[src/rtl/lsu_pkg.sv]
// Shared encodings for the load/store unit: memory access sizes and FSM states.
package lsu_pkg;

    localparam int MEM_SIZE_WIDTH = 2;
    localparam logic [MEM_SIZE_WIDTH-1:0] MEM_SIZE_B = 2'd0;
    localparam logic [MEM_SIZE_WIDTH-1:0] MEM_SIZE_H = 2'd1;
    localparam logic [MEM_SIZE_WIDTH-1:0] MEM_SIZE_W = 2'd2;

    localparam int LSU_STATE_WIDTH = 2;

    typedef enum logic [LSU_STATE_WIDTH-1:0] {
        LSU_IDLE = 2'd0,
        LSU_REQ  = 2'd1,
        LSU_RESP = 2'd2,
        LSU_OUT  = 2'd3
    } lsu_state_t;

endpackage

[src/rtl/lsu_align.sv]
// Combinational lane logic: store replication/strobes, load extraction/extension, alignment check.
module lsu_align
    import lsu_pkg::*;
#(
    parameter int XLEN       = 32,
    parameter int STRB_WIDTH = XLEN / 8
) (
    input  logic [1:0]                addr,
    input  logic [MEM_SIZE_WIDTH-1:0] size,
    input  logic                      is_unsigned,
    input  logic [XLEN-1:0]           wdata,
    input  logic [XLEN-1:0]           rdata,
    output logic [STRB_WIDTH-1:0]     wstrb,
    output logic [XLEN-1:0]           wdata_rep,
    output logic [XLEN-1:0]           load_data,
    output logic                      misaligned
);

    logic [XLEN-1:0] lane;
    logic            sign_b;
    logic            sign_h;

    assign lane   = rdata >> {addr, 3'b000};
    assign sign_b = lane[7] & ~is_unsigned;
    assign sign_h = lane[15] & ~is_unsigned;

    always_comb begin
        wstrb      = '0;
        wdata_rep  = wdata;
        load_data  = '0;
        misaligned = 1'b0;
        unique case (size)
            MEM_SIZE_B: begin
                wstrb     = STRB_WIDTH'(1) << addr;
                wdata_rep = {(XLEN/8){wdata[7:0]}};
                load_data = {{(XLEN-8){sign_b}}, lane[7:0]};
            end
            MEM_SIZE_H: begin
                wstrb      = STRB_WIDTH'(3) << addr;
                wdata_rep  = {(XLEN/16){wdata[15:0]}};
                load_data  = {{(XLEN-16){sign_h}}, lane[15:0]};
                misaligned = addr[0];
            end
            MEM_SIZE_W: begin
                wstrb      = '1;
                load_data  = lane;
                misaligned = (addr != 2'b00);
            end
            default: misaligned = 1'b1;
        endcase
    end

endmodule

[src/rtl/lsu.sv]
// Load/store unit: one instruction in flight, valid/ready memory bus, registered writeback.
module lsu
    import lsu_pkg::*;
#(
    parameter int XLEN       = 32,
    parameter int STRB_WIDTH = XLEN / 8
) (
    input  logic                      clk,
    input  logic                      rst,
    input  logic                      in_valid,
    output logic                      in_ready,
    input  logic [XLEN-1:0]           in_addr,
    input  logic [XLEN-1:0]           in_wdata,
    input  logic                      in_mem_en,
    input  logic                      in_mem_wen,
    input  logic [MEM_SIZE_WIDTH-1:0] in_mem_size,
    input  logic                      in_mem_unsigned,
    input  logic                      in_gpr_wen,
    output logic                      mem_req_valid,
    input  logic                      mem_req_ready,
    output logic [XLEN-1:0]           mem_req_addr,
    output logic                      mem_req_wen,
    output logic [XLEN-1:0]           mem_req_wdata,
    output logic [STRB_WIDTH-1:0]     mem_req_wstrb,
    input  logic                      mem_resp_valid,
    input  logic [XLEN-1:0]           mem_resp_rdata,
    output logic                      out_valid,
    input  logic                      out_ready,
    output logic [XLEN-1:0]           out_wdata,
    output logic                      out_gpr_wen,
    output logic                      out_misaligned
);

    lsu_state_t state, state_next;

    logic [XLEN-1:0]           addr_p0;
    logic [XLEN-1:0]           wdata_p0;
    logic [MEM_SIZE_WIDTH-1:0] size_p0;
    logic                      unsigned_p0;
    logic                      wen_p0;
    logic                      gpr_wen_p0;
    logic [XLEN-1:0]           wdata_p1;
    logic                      gpr_wen_p1;
    logic                      misaligned_p1;

    logic                      idle;
    logic [STRB_WIDTH-1:0]     al_wstrb;
    logic [XLEN-1:0]           al_wdata_rep;
    logic [XLEN-1:0]           al_load;
    logic                      al_mis;

    assign idle = (state == LSU_IDLE);

    // In IDLE the aligner judges the incoming op; afterwards it works on the latched one.
    lsu_align #(.XLEN(XLEN), .STRB_WIDTH(STRB_WIDTH)) u_align (
        .addr        (idle ? in_addr[1:0] : addr_p0[1:0]),
        .size        (idle ? in_mem_size : size_p0),
        .is_unsigned (idle ? in_mem_unsigned : unsigned_p0),
        .wdata       (idle ? in_wdata : wdata_p0),
        .rdata       (mem_resp_rdata),
        .wstrb       (al_wstrb),
        .wdata_rep   (al_wdata_rep),
        .load_data   (al_load),
        .misaligned  (al_mis)
    );

    always_ff @(posedge clk or negedge rst) begin
        if (!rst) state <= LSU_IDLE;
        else      state <= state_next;
    end

    always_comb begin
        state_next = state;
        unique case (state)
            LSU_IDLE: if (in_valid) state_next = (in_mem_en && !al_mis) ? LSU_REQ : LSU_OUT;
            LSU_REQ:  if (mem_req_ready) state_next = LSU_RESP;
            LSU_RESP: if (mem_resp_valid) state_next = LSU_OUT;
            LSU_OUT:  if (out_ready) state_next = LSU_IDLE;
            default:  state_next = LSU_IDLE;
        endcase
    end

    always_comb begin
        in_ready      = 1'b0;
        mem_req_valid = 1'b0;
        out_valid     = 1'b0;
        unique case (state)
            LSU_IDLE: in_ready = rst;
            LSU_REQ:  mem_req_valid = 1'b1;
            LSU_OUT:  out_valid = 1'b1;
            default:  ;
        endcase
    end

    // Stage boundary: accepted op fields (_p0) and writeback result (_p1).
    always_ff @(posedge clk or negedge rst) begin
        if (!rst) begin
            addr_p0       <= '0;
            wdata_p0      <= '0;
            size_p0       <= '0;
            unsigned_p0   <= 1'b0;
            wen_p0        <= 1'b0;
            gpr_wen_p0    <= 1'b0;
            wdata_p1      <= '0;
            gpr_wen_p1    <= 1'b0;
            misaligned_p1 <= 1'b0;
        end else begin
            if (idle && in_valid) begin
                addr_p0       <= in_addr;
                wdata_p0      <= in_wdata;
                size_p0       <= in_mem_size;
                unsigned_p0   <= in_mem_unsigned;
                wen_p0        <= in_mem_wen;
                gpr_wen_p0    <= in_gpr_wen;
                misaligned_p1 <= in_mem_en & al_mis;
                wdata_p1      <= in_mem_en ? '0 : in_addr;
                gpr_wen_p1    <= ~in_mem_en & in_gpr_wen;
            end
            if (state == LSU_RESP && mem_resp_valid) begin
                wdata_p1   <= wen_p0 ? '0 : al_load;
                gpr_wen_p1 <= ~wen_p0 & gpr_wen_p0;
            end
        end
    end

    assign mem_req_addr   = {addr_p0[XLEN-1:2], 2'b00};
    assign mem_req_wen    = wen_p0;
    assign mem_req_wdata  = al_wdata_rep;
    assign mem_req_wstrb  = wen_p0 ? al_wstrb : '0;
    assign out_wdata      = wdata_p1;
    assign out_gpr_wen    = gpr_wen_p1;
    assign out_misaligned = misaligned_p1;

endmodule

[config.mk]
export PLATFORM = sky130hd
export DESIGN_NAME = lsu
export DESIGN_NICKNAME = d
export VERILOG_FILES = /design/src/rtl/lsu_pkg.sv /design/src/rtl/lsu_align.sv /design/src/rtl/lsu.sv
export SDC_FILE = /design/constraint.sdc
export NUM_CORES = 1
export LEC_CHECK = 0
export BUFFER_PORTS_ARGS = -buffer_cell sky130_fd_sc_hd__buf_2
export CAP_MARGIN = 20
export CELL_PAD_IN_SITES_DETAIL_PLACEMENT = 0
export CELL_PAD_IN_SITES_GLOBAL_PLACEMENT = 2
export CORE_ASPECT_RATIO = 1.75
export CORE_MARGIN = 2
export CORE_UTILIZATION = 25
export CTS_CLUSTER_SIZE = 24
export DETAILED_ROUTE_END_ITERATION = 16
export PLACE_DENSITY = 0.82
export SLEW_MARGIN = 20
export SYNTH_ARGS = -nofsm -noshare
export SYNTH_HDL_FRONTEND = slang
export SYNTH_SLANG_ARGS = --single-unit
[constraint.sdc]
create_clock -name clk -period 5.5 [get_ports clk]
set_clock_uncertainty 0.1 [all_clocks]
set_input_delay 0.55 -clock clk [delete_from_list [all_inputs] [get_ports clk]]
set_output_delay 0.55 -clock clk [all_outputs]
set_load 0.05 [all_outputs]
---- Word level (Yosys, flattened, before mapping) ----
Cells that the tools add are included.
operators by class
  reductions and logical operators ........ 9
  $lt $le $gt $ge ......................... 0
  div/mod/pow operators ................... 0
  shift-type cells ........................ 3
  eq/ne operators ......................... 9
  mux-type cells .......................... 24
  bitwise gates (word level) .............. 8
  add/subtract/negate cells ............... 0
  multipliers ............................. 0
operator list
  kind                   number
  $mux W32               5
  $pmux W32 S3           1
  $pmux W32 S2           1
  $shr A32 B5 Y32        1
  $mux W2                7
  $pmux W4 S3            1
  $ne A2 B2 Y1 const B   4
  $pmux W2 S4            1
  $eq A2 B2 Y1 const B   3
  $mux W1                6
  $and A1 B1 Y1          5
  $eq A2 B1 Y1 const B   2
  $logic_not A2 Y1       2
  $mux W4                1
  $reduce_and A4 Y1      1
  $reduce_bool A2 Y1     2
  $shl A1 B2 Y4 const A  1
  $shl A2 B2 Y4 const A  1
  $logic_and A1 B1 Y1    3
  $not A1 Y1             3
  $pmux W1 S3            1
  $logic_not A1 Y1       1
word-level totals
  input port bits ......................... 108
  memories kept ........................... 0
  register bits after elaboration ......... 105
  output and inout port bits .............. 106
  RAM bits ................................ 0
  ROM bits ................................ 0
  bits in latches ......................... 0

---- Depth between registers and ports, before layout ----
Gate-level depths: netlist of the first run.
  word-level depth ........................ 9
  depth in mapped cells ................... 11
  gate-level depth less buffers ........... 7

---- Hierarchy ----
Synthesis of the first run repeated with hierarchy kept, for this count alone.
unflattened totals
  cell total of the unflattened synthesis .. 625
  area total of the unflattened synthesis .. 6817.8 um2
modules (own cells, without submodules)
  module     cells an instance  times used  area each (um2)
  lsu        440                1           5351.4
  lsu_align  185                1           1466.4

---- Worst setup path after synthesis of the first run ----
No wires, ideal clock.
  path type ............................... reg-to-output
  start point ............................. register state[0]
  end point ............................... output port mem_req_wdata[22]
  path buffers ............................ 5
  setup slack ............................. 1.957 ns
  data required time ...................... 4.850 ns
  arrival ................................. 2.893 ns
  cell stages (with the launch flop) ...... 10
  path through ............................ dfrtp_1 > inv_1 > ha_1 > buf_6 > buf_2 > buf_4 > buf_2 > buf_4 > a21oi_1 > o31ai_1
between the ends
  word-level cells in the longest chain between the ends .. 4
  elaborated cells between the ends (all ways) .. 6
  those cells by class .................... eq/ne (1); mux (3); reduce/logical (2)
ends and longest elaborated chain
  element                                                  line             RTL
  start: declaration                                       lsu.sv:34        lsu_state_t state, state_next;
  start signal: assignment                                 lsu.sv:69        else state <= state_next;
  $logic_not A2 Y1 *                                       lsu.sv:52        assign idle = (state == LSU_IDLE);
  $mux W2                                                  lsu.sv:57        .size (idle ? in_mem_size : size_p0),
  $eq A2 B1 Y1 / $logic_not A2 Y1 (equally long branches)  lsu_align.sv:32  unique case (size)
  $pmux W32 S2 *                                           lsu_align.sv:32
  end: declaration                                         lsu.sv:23        output logic [XLEN-1:0] mem_req_wdata,
Every way passes the cells marked *; elsewhere a longest branch is shown, timed or not.

---- Worst setup path in the final report of the first run ----
  start point ............................. register state[0]
  end point ............................... output port mem_req_wstrb[2]
between the ends
  word-level cells in the longest chain between the ends .. 5
  elaborated cells between the ends (all ways) .. 10
  those cells by class .................... eq/ne (2); shift (2); mux (4); reduce/logical (2)
ends and longest elaborated chain
  element                                      line                  RTL
  $logic_not A2 Y1 *                           lsu.sv:52
  $mux W2, on equally long branches            lsu.sv:56, lsu.sv:57
  $shl A2 B2 Y4, or another cell as far along  lsu_align.sv:39       wstrb = STRB_WIDTH'(3) << addr;
  $pmux W4 S3 *                                lsu_align.sv:32
  $mux W4 *                                    lsu.sv:129            assign mem_req_wstrb = wen_p0 ? al_wstrb : '0;
  end: declaration                             lsu.sv:24             output logic [STRB_WIDTH-1:0] mem_req_wstrb,
Marked as above.

==> results.toml, run 1 <==
[run_status]
status = "finished, final reports clean"

[die]
die_h_um = 213
ioPinCount = 214
die_area_sq_um = 26400
die_w_um = 124
fp-row-count = 76
coreArea_sq_um = 24600
start_util_pct = 25.4

[detailed_routing]
firstDrtPassIters = 7
wl_um = 24300
via_per_inst = 4.77
routedWlPerCell_um = 19.6
antenna_left = 0
vias = 5911
drc_errors = 0
first_iter_violations = 299

[setup_path]
path_buf_inv = 2
slowest_delay_ns = 0.88
startpoint_type = "register"
cp_slowest_cell = "ha_2"
cp_max_fo = 42
critPathTopFamily = "adder cells"
worstPathCellList = "inv_1 > ha_2 > mux2i_2 > nor2_1 > o21ai_0 > a21boi_1 > buf_2"
path_class = "register to primary output"
crit_required_ns = 4.85
r2r_slack_ns = 1.80
end_kind = "primary output"
worstPathArrival_ns = 3.38

[clock_tree]
clk_path_buf_depth = 2
cts_setup_buffers = 0
numCtsBuffers = 9
numClockSinks = 105
clk_latency_ns = 0.36
h-tree-depth = 3
cts.clk_slew.worst_paths_ns = 0.08
cts_tree = "yes"
cts_root_buf = "clkbuf_16"
postCtsHoldBufs = 0
ctsResizeCount = 0

[sta]
finalCritPeriodShare_pct = 73.2
finalSetupViolations = 0
max_freq_mhz = 248
finalMaxSlewViolations = 0
tightest_slew_ns = 1.04
final-hold-violation-count = 0
fin_setup_tns_ns = 0
fin_crit_ns = 4.03
max-slew-margin-rel_pct = 30.6
rsz0062_at_grt = "no"

[synth]
ys_ff_latch = 105
avgSynthCellArea_sq_um = 8.13
synth_warnings = 0
synth_area_sq_um = 6260
ys_types = 49
synth_cells = 770
seq_area_frac_synth_pct = 41.9

[grt]
grt_pass1_vias = 5985
track_usage_pct = 18.7
antenna_found_initial = 7
grt_pass1_wl_um = 36300
overflow = 0
grt_max_degree = 56

[run]
cap_violations = 0

[placed_design]
place.gp.congestion = 0.811
portBuffers = 211
post-dp-hpwl_um = 18200

[layout]
fin_nets = 1032
area.growth.synth_to_final_pct = 22.1
drive_gt1_share_pct = 29.4

[min_path]
hold_class = "input port to register"
[kinds of logic after synthesis]
| group | synth area share, % |
|---|---|
| and+or+nand+nor | 21.4 |
| AOI/OAI and AO/OA | 18.8 |
| DFF | 41.9 |
| buffers and inverters | 8.27 |
| muxes | 8.45 |
| adders and majority gates | 0.799 |
| xor gates and xnor gates | 0.280 |
| other | 0.0599 |
[state kept, by name, summed over array words and instances (netlist names)]
name,count
addr_p0,32
out_wdata,32
wdata_p0,32
size_p0,2
state,2
gpr_wen_p0,1
mem_req_wen,1
out_gpr_wen,1
out_misaligned,1
unsigned_p0,1
[synth_stat cells (all sizes together)]
cell type	n	area [sq um]
a32oi	2	36.3
o221ai	7	61.3
nor3b	1	7.51
o32ai	2	17.5
nand2b	2	12.5
and2	4	25.0
o2bb2ai	7	61.3
a21oi	70	388
o31ai	2	15.0
a211oi	2	32.5
ha	4	50.1
o22ai	29	195
nand2	250	941
inv	7	26.3
nor2b	5	31.3
and3	2	12.5
a221oi	9	78.8
nor2	60	228
clkbuf	28	105
o21ai	36	188
xor2	1	8.76
conb	1	3.75
dfrtp	105	2630
a21boi	2	15.0
o32a	2	20.0
nand3	13	65.1
o21a	8	60.1
mux2	13	150
mux2i	35	379
clkinv	1	3.75
xnor2	1	8.76
nand3b	1	7.51
a211o	1	8.76
buf	55	383
nor3	2	10.0
[layout make-up]
type,count,area (sq um)
flip-flops and latches,105,2630
diodes,3,7.51
clock buffers,11,253
fillers,2710,17000
well taps,312,390
clock inverters,3,65.1
multi-input cells,575,3140
repair buffers,221,1130
inverters,8,30.0
[cells in the final DEF (no fill, tap or decap), drive strengths merged, types with 9 or more instances in the layout]
cell type,Yosys,final
dfrtp,105,105
mux2,13,13
clkbuf,28,11
nor2,60,60
buf,55,221
a221oi,9,9
o22ai,29,29
a21oi,70,70
o21ai,36,36
mux2i,35,35
nand2,250,250
nand3,13,13
[worst register-to-register path: stages (launching register included)]
cell and delay (ns):
dfrtp_1 0.41, inv_1 0.11, ha_2 0.88, buf_4 0.47, and2_2 0.75, a21oi_1 0.17, buf_4 0.24, o21a_1 0.15
a221oi_1 0.23, nor2_1 0.08
[metrics by stage]
| step | std cells | util (%) | worst slack, ns | hold slack [ns] | instance area (sq um) |
|---|---|---|---|---|---|
| after floorplan | 771 | - | 1.96 | 0.154 | 6270 |
| after global placement | 1221 | 29.7 | 1.90 | 0.352 | 7320 |
| after detailed placement | 1221 | 29.7 | 1.80 | 0.358 | 7320 |
| after CTS | 1235 | 31.0 | 1.47 | 0.260 | 7640 |
| after global routing | 1235 | 31.0 | 1.23 | 0.274 | 7640 |
| final | 1238 | 31.0 | 1.47 | 0.274 | 7640 |
[path summary, 6_finish.rpt]
path	startpoint	end	depth (start not counted)
min in group asynchronous	rst	out_wdata[2]$_DFFE_PN0P_	2
max reg2reg	state[0]$_DFFE_PN0P_	out_wdata[12]$_DFFE_PN0P_	9
min	in_mem_wen	mem_req_wen$_DFFE_PN0P_	3
min reg2reg	addr_p0[18]$_DFFE_PN0P_	addr_p0[18]$_DFFE_PN0P_	2
max in group asynchronous	rst	addr_p0[25]$_DFFE_PN0P_	2
max	state[0]$_DFFE_PN0P_	mem_req_wstrb[2]	7
[layer usage]
layer / part of all wire [%] / vias up / global-route usage (%)
li1: - / 2868 / -
met1: 38 / 2810 / 21.5
met3: 5.1 / 35 / 3.46
met4: 2.8 / 2 / 6.74
met2: 54 / 196 / 33.9
met5: 0.045 / - / 0
Power of run 1 is not shown: default switching activity piles up to over one toggle a cycle in this logic, so the estimate is an artifact.
==> run 2: changes to the inputs <==
clock period = 3.92 ns   (was 5.5 ns; I/O delays follow)
==> run 2 against run 1 <==
Compared with the run above:
- final area rose by 0.51%
- register-to-register slack got worse by 1.0 ns
- worst setup slack got worse by 1.1 ns
- worst hold slack got worse by 0.17 ns
- clock-buffer cell count fell by 2
- sequential share of layout area fell by 0.17 points
- critical path type unchanged
==> results.toml, run 2 (synthesized netlist as in run 1, its figures left out) <==
[placed_design]
portBuffers = 211
post-dp-hpwl_um = 17900
place.gp.congestion = 0.815

[clock_tree]
cts_setup_buffers = 0
cts.clk_slew.worst_paths_ns = 0.09
h-tree-depth = 3
clk_latency_ns = 0.37
cts_root_buf = "clkbuf_16"
numCtsBuffers = 9
clk_path_buf_depth = 2
cts_tree = "yes"
ctsResizeCount = 0
postCtsHoldBufs = 1
numClockSinks = 105

[min_path]
hold_class = "input port to register"

[run]
cap_violations = 0

[die]
coreArea_sq_um = 24600
die_h_um = 213
die_area_sq_um = 26400
die_w_um = 124
ioPinCount = 214
fp-row-count = 76
start_util_pct = 25.4

[sta]
fin_crit_ns = 3.55
holdWs_ns = 0.105
tightest_slew_ns = 0.813
finalCritPeriodShare_pct = 90.7
final-hold-violation-count = 0
finalSetupViolations = 0
rsz0062_at_grt = "no"
fin_setup_tns_ns = 0
finalMaxSlewViolations = 0
max_freq_mhz = 281
max-slew-margin-rel_pct = 45.8

[detailed_routing]
wl_um = 23900
firstDrtPassIters = 4
drc_errors = 0
via_per_inst = 4.79
routedWlPerCell_um = 19.2
vias = 5968
antenna_left = 0
first_iter_violations = 260

[setup_path]
r2r_slack_ns = 0.79
crit_end = "mem_req_wdata[22]"
startpoint_type = "register"
cp_max_fo = 23
worstPathArrival_ns = 3.06
crit_required_ns = 3.43
ff2ff_path_depth = 6
end_kind = "primary output"
r2r-start = "state[1]$_DFFE_PN0P_"
path_class = "register to primary output"
rr_endpoint = "out_wdata[20]$_DFFE_PN0P_"
startpoint = "state[1]$_DFFE_PN0P_"

[layout]
most-common-layout-cells = "249 x nand2_1, 210 x buf_2, 105 x dfrtp_1, 60 x a21oi_1, 59 x nor2_1"
area.growth.synth_to_final_pct = 22.7
final_common_cell = "nand2_1"
fin_nets = 1038
drive_gt1_share_pct = 29.9

[grt]
grt_pass1_vias = 5843
antenna_found_initial = 5
grt_max_degree = 63
grt_pass1_wl_um = 35500
overflow = 0
track_usage_pct = 18.2

[run_status]
status = "finished, final reports clean"
-- run 2: per-layer routing --
metal	GRT usage, %	vias up	part of all wire [%]
met2	32.8	207	53
met3	3.48	35	5.7
met1	20.8	2829	38
met4	7.13	4	3.1
met5	0	-	0.088
li1	-	2893	-
-- run 2: cell type report --
class | count | area, sq um
diodes | 2 | 5.00
well taps | 312 | 390
multi-input cells | 575 | 3140
fillers | 2692 | 16900
inverters | 8 | 30.0
flip-flops and latches | 105 | 2630
clock buffers | 9 | 225
repair buffers | 227 | 1180
clock inverters | 7 | 86.3
-- run 2: how the worst min path moves through the flow --
stage               startpoint                       to  slack, ns  depth (start not counted)
finish              in_mem_wen  mem_req_wen$_DFFE_PN0P_       0.10                          3
global route        in_mem_wen  mem_req_wen$_DFFE_PN0P_       0.11                          3
CTS                 in_mem_wen  mem_req_wen$_DFFE_PN0P_       0.09                          3
detailed placement         rst  wdata_p0[7]$_DFFE_PN0P_       0.25                          1
global placement           rst  wdata_p0[2]$_DFFE_PN0P_       0.25                          1
floorplan                  rst   addr_p0[0]$_DFFE_PN0P_     -0.004                          0
-- run 2: worst max-delay path, stage by stage, from the launching register on --
cell and delay, ns:
dfrtp_1 0.41, inv_1 0.11, ha_2 0.53, buf_4 0.37, mux2i_1 0.51, buf_4 0.30
nand2_1 0.07, o31ai_1 0.07, buf_2 0.30
-- run 2: stage by stage --
step           cells  setup WS (ns)  utilization (%)  instance area (sq um)
2_1_floorplan    771          0.535                -                   6270
3_3_place_gp    1226          0.799             29.9                   7360
3_5_place_dp    1226          0.768             29.9                   7360
4_1_cts         1243          0.326             31.2                   7680
5_1_grt         1244         0.0745             31.2                   7680
6_report        1245          0.366             31.2                   7680
Power of run 2 is left out for the same reason.
